## config.mk

```make
export PLATFORM = sky130hd
export DESIGN_NAME = uart_rx_fifo_writer
export DESIGN_NICKNAME = d
export VERILOG_FILES = /design/src/rtl/uart_rx_fifo_writer.sv
export SDC_FILE = /design/constraint.sdc
export NUM_CORES = 1
export LEC_CHECK = 0
export BUFFER_PORTS_ARGS = -buffer_cell sky130_fd_sc_hd__clkbuf_2
export CORE_MARGIN = 2
export CORE_UTILIZATION = 62
export DETAILED_ROUTE_END_ITERATION = 8
export HOLD_SLACK_MARGIN = 0.02
export PLACE_DENSITY = 0.83
export SYNTH_ARGS = -nofsm -noshare
export SYNTH_HDL_FRONTEND = slang
export SYNTH_SLANG_ARGS = --single-unit
```

## constraint.sdc

```tcl
create_clock -name Clk -period 6.1 [get_ports Clk]
set_input_delay 1.525 -clock Clk [delete_from_list [all_inputs] [get_ports Clk]]
set_output_delay 1.525 -clock Clk [all_outputs]
set_load 0.02 [all_outputs]
```

## src/rtl/uart_rx_fifo_writer.sv

```systemverilog
// 8N1 UART receiver (LSB first) that pushes each good byte into the RX FIFO
// with a one-cycle write strobe and flags framing errors and overruns.
module uart_rx_fifo_writer #(
  parameter int CLKS_PER_BIT = 868,
  parameter int CNT_W        = 10
) (
  input  logic       Clk,
  input  logic       Reset_n,
  input  logic       Rx,
  output logic [7:0] DataOut,
  output logic       WriteEnable,
  input  logic       Full,
  output logic       FramingError,
  output logic       Overrun,
  output logic       Busy
);

  localparam logic [CNT_W-1:0] HALF_LAST = CNT_W'(CLKS_PER_BIT / 2 - 1);
  localparam logic [CNT_W-1:0] BIT_LAST  = CNT_W'(CLKS_PER_BIT - 1);

  typedef enum logic [2:0] {
    ST_IDLE  = 3'd0,
    ST_START = 3'd1,
    ST_DATA  = 3'd2,
    ST_STOP  = 3'd3,
    ST_BREAK = 3'd4
  } state_t;

  state_t           state_q;
  logic             rx_meta_q;
  logic             rx_s_q;
  logic [CNT_W-1:0] baud_cnt_q;
  logic [2:0]       bit_idx_q;
  logic [7:0]       shift_q;
  logic [7:0]       data_q;
  logic             we_q;
  logic             fe_q;
  logic             ov_q;
  logic             busy_q;

  // Two-flop synchronizer; reset to the idle (high) line level.
  always_ff @(posedge Clk or negedge Reset_n) begin
    if (!Reset_n) begin
      rx_meta_q <= 1'b1;
      rx_s_q    <= 1'b1;
    end else begin
      rx_meta_q <= Rx;
      rx_s_q    <= rx_meta_q;
    end
  end

  always_ff @(posedge Clk or negedge Reset_n) begin
    if (!Reset_n) begin
      state_q    <= ST_IDLE;
      baud_cnt_q <= '0;
      bit_idx_q  <= '0;
      shift_q    <= '0;
      data_q     <= '0;
      we_q       <= 1'b0;
      fe_q       <= 1'b0;
      ov_q       <= 1'b0;
      busy_q     <= 1'b0;
    end else begin
      we_q <= 1'b0;
      fe_q <= 1'b0;
      ov_q <= 1'b0;
      case (state_q)
        ST_IDLE: begin
          baud_cnt_q <= '0;
          if (!rx_s_q) begin
            state_q <= ST_START;
            busy_q  <= 1'b1;
          end
        end
        // Half a bit in: confirm the start bit so later samples land mid-bit.
        ST_START: begin
          if (baud_cnt_q == HALF_LAST) begin
            baud_cnt_q <= '0;
            if (rx_s_q) begin
              state_q <= ST_IDLE;
              busy_q  <= 1'b0;
            end else begin
              state_q   <= ST_DATA;
              bit_idx_q <= '0;
            end
          end else begin
            baud_cnt_q <= baud_cnt_q + CNT_W'(1);
          end
        end
        ST_DATA: begin
          if (baud_cnt_q == BIT_LAST) begin
            baud_cnt_q <= '0;
            shift_q    <= {rx_s_q, shift_q[7:1]};
            bit_idx_q  <= bit_idx_q + 3'd1;
            if (bit_idx_q == 3'd7) begin
              state_q <= ST_STOP;
            end
          end else begin
            baud_cnt_q <= baud_cnt_q + CNT_W'(1);
          end
        end
        // Leaving at mid stop bit gives half a bit of slack for the next start edge.
        ST_STOP: begin
          if (baud_cnt_q == BIT_LAST) begin
            baud_cnt_q <= '0;
            if (rx_s_q) begin
              state_q <= ST_IDLE;
              busy_q  <= 1'b0;
              if (Full) begin
                ov_q <= 1'b1;
              end else begin
                data_q <= shift_q;
                we_q   <= 1'b1;
              end
            end else begin
              fe_q    <= 1'b1;
              state_q <= ST_BREAK;
            end
          end else begin
            baud_cnt_q <= baud_cnt_q + CNT_W'(1);
          end
        end
        ST_BREAK: begin
          baud_cnt_q <= '0;
          if (rx_s_q) begin
            state_q <= ST_IDLE;
            busy_q  <= 1'b0;
          end
        end
        default: begin
          state_q    <= ST_IDLE;
          baud_cnt_q <= '0;
          busy_q     <= 1'b0;
        end
      endcase
    end
  end

  assign DataOut      = data_q;
  assign WriteEnable  = we_q;
  assign FramingError = fe_q;
  assign Overrun      = ov_q;
  assign Busy         = busy_q;

endmodule

```

# Yosys cells after proc, flatten, opt, wreduce, memory -nomap -nowiden
# Cells that the tools add are included.
# Widths: inputs -> output; s select.
dict set report word_totals {
  ff_bits 38
  in_bits 4
  output_inout_bits 12
  word_cells 69
}
dict set report classes {
  add_sub_neg 2
  eq_ne 14
  muxes 32
  bitwise_logic 2
  n_reduce_logical 8
}
# op count
set ops {}
lappend ops {{$mux 3} 10}
lappend ops {{$mux 10} 2}
lappend ops {{$pmux 10 s2} 1}
lappend ops {{$mux 1} 15}
lappend ops {{$pmux 3 s5} 1}
lappend ops {{$ne 2x2->1 const B} 7}
lappend ops {{$reduce_and 4->1} 3}
lappend ops {{$add 10x1->10 const B} 1}
lappend ops {{$eq 10x10->1 const B} 1}
lappend ops {{$eq 10x9->1 const B} 1}
lappend ops {{$eq 3x2->1 const B} 2}
lappend ops {{$eq 3x3->1 const B} 2}
lappend ops {{$pmux 3 s2} 1}
lappend ops {{$reduce_and 6->1} 1}
lappend ops {{$pmux 1 s5} 1}
lappend ops {{$add 3x1->3 const B} 1}
lappend ops {{$eq 3x1->1 const B} 1}
lappend ops {{$logic_not 3->1} 1}
lappend ops {{$mux 2} 1}
lappend ops {{$not 1->1} 2}
lappend ops {{$reduce_and 2->1} 1}
lappend ops {{$reduce_bool 2->1} 1}
lappend ops {{$reduce_or 2->1} 1}

# Depth between registers and ports, before layout
# Gate-level depths: netlist (run 1).
dict set report logic_depth {
  word_depth 4
  ltp_mapped 6
  depth_no_buf 6
}

# Worst setup path before layout (run 1)
# Ideal clock, no wire load.
dict set report synth_path {
  path_type {input-to-reg}
  startpoint {input port Full}
  endpoint {register data_q[0], in the netlist DataOut[0]}
  setup_time_ps 125
  arrival_ps 2215
  required_ps 5975
  path_slack_ps 3761
  path_stages 2
  path_buffers 0
  path_cell_list {nor3_4 -> mux2_2}
}
dict set report synth_via {
  elab_chain_len 2
}
# item line
set synth_rtl {}
lappend synth_rtl {{start: declaration} 12} ;# input logic Full,
lappend synth_rtl {{$not 1->1 (no line)} n/a}
lappend synth_rtl {{$reduce_and 4->1 (no line)} n/a}
lappend synth_rtl {{end signal: assignment} 112} ;# data_q <= shift_q;
lappend synth_rtl {{end: declaration} 35} ;# logic [7:0] data_q;
# Every way passes these cells.
# A chain may end at the register's enable or synchronous reset.

# Worst setup path in the final report (run 1)
dict set report layout_path {
  startpoint {register baud_cnt_q[2]}
  endpoint {register shift_q[5]}
}
dict set report layout_via {
  elab_chain_len 2
}
# item line
set layout_rtl {}
lappend layout_rtl {{start: declaration} 32} ;# logic [CNT_W-1:0] baud_cnt_q;
lappend layout_rtl {{start signal: assignment} 87} ;# baud_cnt_q <= baud_cnt_q + CNT_W'(1);
lappend layout_rtl {{start signal: assignment} 99} ;# baud_cnt_q <= baud_cnt_q + CNT_W'(1);
lappend layout_rtl {{start signal: assignment} 120} ;# baud_cnt_q <= baud_cnt_q + CNT_W'(1);
lappend layout_rtl {{$eq 10x10->1} 91} ;# if (baud_cnt_q == BIT_LAST) begin
lappend layout_rtl {{$reduce_and 2->1 (no line)} n/a}
lappend layout_rtl {{end signal: assignment} 93} ;# shift_q <= {rx_s_q, shift_q[7:1]};
lappend layout_rtl {{end: declaration} 34} ;# logic [7:0] shift_q;
# Every way passes these cells.

==> flow_summary.yaml, run 1 <==
critical_path:
  end_kind: "register"
  cp_num_buf_inv: 0
  cp_top_family: "simple AND/OR/NAND/NOR gates"
  cp.arrival_ps: 2870
  worstPathMaxFanout: 11
  slowest_stage: "nor2_1"
  required_ps: 6330
  crit_chain: "or3b_4 > or4_4 > nor2_1 > mux2_2"
  max_stage_delay_ps: 630
  crit_type: "reg2reg"
  startpoint_type: "register"
detailed_routing:
  firstDrtPassIters: 4
  vias: 1200
  drcViolationCount: 0
  ant_nets: 0
  drt_iter0_markers: 90
  wl_per_cell_um: 16.5
  wl_mm: 3.21
  vias_per_cell: 6.15
final_layout:
  n_antenna_cell: 0
  layout-drive-gt1-share_pct: 30.5
  syn_to_final_growth_pct: 8.26
  nNetsFinal: 172
  nFillCells: 199
clock_network:
  clock_path_buffers: 2
  cts_root_buf: "clkbuf_4"
  post_cts_buffers: 0
  postCtsHoldBufs: 0
  clk_latency_ps: 350
  cts_tree: "yes"
  clk_pin_slew_ps: 100
  htreeDepth: 2
  numCtsBuffers: 5
  cts_resized: 0
  cts.sinks: 38
logic_synthesis:
  synth-simple-area-share_pct: 17.2
  synth-compound-area-share_pct: 8.75
  ys_ff_latch: 38
  async_flop_share_pct: 100
  syn_area_um2: 1790
  synthTopCellsByCount: "36 x dfrtp_1, 17 x mux2_2, 17 x nor2_1"
  yosys_warnings: 0
  syn_nets: 156
  synth.largest_area_cell: "dfrtp_1"
  synthAdderAreaFrac_pct: 2.80
  synth-seq-area-share_pct: 53.3
  synth_area_leaders: "dfrtp_1 50%, mux2_2 11%, nor2_1 3.6%, dfstp_2 2.9%, xor2_1 2.9%"
  synth_most_common_cell: "dfrtp_1"
  synthMuxAreaShare_pct: 10.7
  synth_edf_count: 0
  synth_top_family_by_area: "simple AND/OR/NAND/NOR gates"
  yosys.cell_types.count: 49
  synth_top_area_share_pct: 50.4
  syn_inst: 148
  synth_top_flop_cell: "dfrtp_1"
  synth-xor-area-share_pct: 3.92
  avgSynthCellArea_um2: 12.1
power_and_ir_drop:
  power_frac_seq_pct: 57.9
  p_leak_nw: 0.931
  power.switching_uw: 88.8
  p_int_uw: 350
  peakVddDrop_mv: 0.233
  power.share.combinational_pct: 1.8
  p_sw_share_pct: 20.2
  p_clk_share_pct: 40.3
  powerDensity_nw_per_um2: 227
grt:
  first_global_vias: 1146
  grt_max_degree: 39
  grt_pass1_wl_mm: 5.45
  grt_usage_pct: 22.3
  overflow: 0
  antenna_found_initial: 0
floorplan:
  ios: 16
  die_h_um: 57.7
  initial_utilization_pct: 64.8
  dieArea_um2: 3330
  coreArea_um2: 2760
  placementRows: 19
  dieWidth_um: 57.7
min_path:
  hp-class: "reg2reg"
timing:
  fin_skew_ps: 11.8
  timing.fmax_mhz: 379
  hold_slack_ps: 365
  fin_crit_sh_pct: 43.3
  setup-tns-final_ps: 0
  drv_slew: 0
  hold_viol_final: 0
  slew_headroom_pct: 39.6
  rsz0062_at_grt: "false"
  min_period_ps: 2640
  setup_violations: 0
  tightest_slew_ps: 906
placement:
  place_congestion: 0.798
  dp_hpwl_mm: 2.19
  port_buffers: 15
run:
  maxCapViolCount: 0
status:
  status: "complete, no violations"
## metrics by stage
| step | worst slack, ps | total power, mW | cells | utilization, % | cell area (um2) |
|---|---|---|---|---|---|
| 3_5_place_dp | 3460 | 0.267 | 188 | 67.2 | 1850 |
| 6_report | 3460 | 0.439 | 195 | 70.2 | 1940 |
| 4_1_cts | 3460 | 0.443 | 195 | 70.2 | 1940 |
| 5_1_grt | 3270 | 0.454 | 195 | 70.2 | 1940 |
| 3_3_place_gp | 3530 | 0.267 | 188 | 67.2 | 1850 |
| 2_1_floorplan | 3760 | 0.261 | 148 | - | 1790 |
## layout make-up
type | instances | area [um2] | area share [%]
tap | 31 | 38.8 | 2.00
multi-input combinational | 101 | 776 | 40.1
clock buffer | 6 | 51.3 | 2.65
clock inverter | 1 | 30.0 | 1.55
sequential | 38 | 953 | 49.3
timing repair buffer | 15 | 75.1 | 3.88
inverter | 3 | 11.3 | 0.582
## final timing paths
check                              start    endpoint  slack, ps  cells past startpoint
setup / recovery           baud_cnt_q[2]  shift_q[5]       3460                      4
hold / removal                 rx_meta_q      rx_s_q        360                      0
setup reg to reg           baud_cnt_q[2]  shift_q[5]       3460                      4
hold reg to reg                rx_meta_q      rx_s_q        360                      0
max in group asynchronous        Reset_n  shift_q[5]       4250                      1
min in group asynchronous        Reset_n        Busy       1280                      1
## worst register-to-register path, delay by kind of cell, from the launching register on
kind          cells  cell delay, ps
mux               1             420
simple gates      3            1680
flops             1             440
## state kept, by name, indices dropped and copies added, names as in the netlist
| register | flops |
|---|---|
| state_q | 3 |
| Busy | 1 |
| rx_s_q | 1 |
| bit_idx_q | 3 |
| WriteEnable | 1 |
| rx_meta_q | 1 |
| FramingError | 1 |
| Overrun | 1 |
| DataOut | 8 |
| baud_cnt_q | 10 |
| shift_q | 8 |
## cell usage in the layout (no fill, tap or decap), types with 3 or more instances in the layout
| cell type | instances |
|---|---|
| inv_1 | 3 |
| ha_1 | 4 |
| xor2_1 | 6 |
| o21ai_0 | 3 |
| nand2_1 | 5 |
| clkbuf_4 | 5 |
| nand3_1 | 5 |
| dfrtp_1 | 36 |
| a21oi_1 | 4 |
| mux2_2 | 17 |
| nor2_1 | 17 |
| clkbuf_2 | 15 |
## power groups by stage
| stage | Combinational [mW] | Clock (mW) | Sequential, mW |
|---|---|---|---|
| floorplan | 0.00306 | 0 | 0.258 |
| global placement | 0.00764 | 0 | 0.259 |
| detailed placement | 0.00815 | 0 | 0.259 |
| CTS | 0.00811 | 0.180 | 0.254 |
| global route | 0.00921 | 0.190 | 0.254 |
| finish | 0.00781 | 0.177 | 0.254 |
## metal layers
layer	up-vias	part of all wire, %	GRT usage (%)	routed length, um
met2	40	49	33.4	1560
li1	557	-	-	-
met5	-	0	0	0
met3	17	5.5	8.04	178
met1	586	42	28.6	1360
met4	0	3.4	11.6	109
## logic make-up after synthesis
| kind of cell | count (synthesis) |
|---|---|
| fa+ha+maj | 4 |
| mux | 17 |
| buf+inv | 9 |
| flops | 38 |
| simple gates | 50 |
| compound gates | 22 |
| xor+xnor | 8 |
Note: power is estimated with default switching activity, not from simulation.
==> inputs of run 2 (changes only) <==
Settings changed: CORE_UTILIZATION 62 to 58, PLACE_DENSITY 0.83 to 0.78.
Clock period 6.1 ns to 2.5 ns, I/O delays scaled along.
==> flow_summary.yaml, run 2 (synthesized netlist as in run 1, its figures left out) <==
power_and_ir_drop:
  powerDensity_nw_per_um2: 582
  peakVddDrop_mv: 0.620
  power_mw: 1.17
  p_leak_nw: 0.972
grt:
  antenna_found_initial: 0
  overflow: 0
  gr-usage-met1_pct: 27.8
  met3_usage_pct: 6.55
  use_met2_pct: 29.7
  first_global_vias: 1137
  grt_pass1_wl_mm: 5.29
  grt_usage_pct: 20.4
  grt_max_degree: 39
  grt_busiest_layer: "met2"
final_layout:
  n_antenna_cell: 0
  largest_register: "baud_cnt_q"
  largest_reg_flops: 10
  regArea_um2: 953
  nNetsFinal: 178
  multiInputGateArea_um2: 776
  nFillCells: 228
  layout-drive-gt1-share_pct: 33.3
  syn_to_final_growth_pct: 12.3
  most-common-layout-cells: "36 x dfrtp_1, 17 x nor2_1, 17 x mux2_2"
  final_common_cell: "dfrtp_1"
floorplan:
  coreArea_um2: 3000
  initial_utilization_pct: 59.5
  ios: 16
  placementRows: 20
  dieArea_um2: 3540
  die_h_um: 59.5
  dieWidth_um: 59.5
critical_path:
  max_stage_delay_ps: 580
  cp.arrival_ps: 2630
  crit_type: "reg2reg"
  crit_chain: "or3b_4 > or4_4 > nor3_4 > mux2_2"
  end_kind: "register"
  slowest_stage: "or4_4"
  worstPathMaxFanout: 9
  startpoint_type: "register"
  required_ps: 2750
clock_network:
  htreeDepth: 2
  postCtsHoldBufs: 0
  clk_latency_ps: 360
  numCtsBuffers: 5
  clk_pin_slew_ps: 120
  cts.sinks: 38
  clock_path_buffers: 2
  cts_resized: 0
  cts_tree: "yes"
  post_cts_buffers: 0
  cts_root_buf: "clkbuf_4"
run:
  maxCapViolCount: 0
detailed_routing:
  drcViolationCount: 0
  wl_per_cell_um: 15.8
  drt_iter0_markers: 80
  vias: 1229
  ant_nets: 0
  firstDrtPassIters: 4
  vias_per_cell: 6.02
  wl_mm: 3.21
placement:
  port_buffers: 15
  dp_hpwl_mm: 2.21
  place_congestion: 0.812
timing:
  slew_headroom_pct: 38.2
  hold_slack_ps: 330
  drv_slew: 0
  fin_skew_ps: 10.8
  rsz0062_at_grt: "false"
  min_period_ps: 2380
  fin_crit_sh_pct: 95.3
  setup_violations: 0
  timing.fmax_mhz: 420
  setup-tns-final_ps: 0
  hold_viol_final: 0
  tightest_slew_ps: 927
min_path:
  hp-class: "in2reg"
status:
  status: "complete, no violations"
-- run 2: cell count changes in the layout (fill, tap and decap cells not counted), sizes merged --
cell	previous run	this run
clkbuf	21	20
clkinv	0	1
buf	0	6
bufinv	1	2
-- run 2: routing by layer --
layer | routed length [um] | vias to the layer above
met5 | 0 | -
met4 | 87 | 0
met3 | 161 | 10
met2 | 1420 | 36
met1 | 1550 | 609
li1 | - | 574
-- run 2: per-stage QoR --
step	util, %	cells	setup slack, ps	instance area, um2
global route	66.9	204	24.6	2010
detailed placement	63.3	196	118	1900
finish	66.9	204	118	2010
CTS	66.9	204	105	2010
global placement	63.3	196	185	1900
floorplan	-	148	285	1790
-- run 2: final timing paths --
| check | startpoint | endpoint | slack, ps | cells past startpoint |
|---|---|---|---|---|
| worst max-delay path | baud_cnt_q[2] | DataOut[0] | 120 | 4 |
| worst min-delay path | Rx | rx_meta_q | 330 | 1 |
| worst max register to register | baud_cnt_q[2] | DataOut[0] | 120 | 4 |
| worst min register to register | rx_meta_q | rx_s_q | 360 | 0 |
| max in group asynchronous | Reset_n | baud_cnt_q[6] | 1540 | 1 |
| min in group asynchronous | Reset_n | DataOut[7] | 380 | 1 |
-- run 2: area by class of cell --
cell class / count / share of cell area [%]
sequential: 38 / 47.5
multi-input combinational: 101 / 38.6
timing repair buffer: 21 / 5.98
clock inverter: 3 / 3.43
tap: 33 / 2.06
clock buffer: 5 / 1.87
inverter: 3 / 0.561
-- run 2: worst max-delay path: cells and delay by family (launching register included) --
family,cells,cell delay (ps)
flops,1,450
mux,1,390
simple gates,3,1440
-- run 2: report_power, final --
group | total, mW | switching (mW) | internal, mW
Clock | 0.530 | 0.217 | 0.313
Sequential | 0.620 | 0.00232 | 0.618
Combinational | 0.0189 | 0.0150 | 0.00384
Total | 1.17 | 0.234 | 0.934
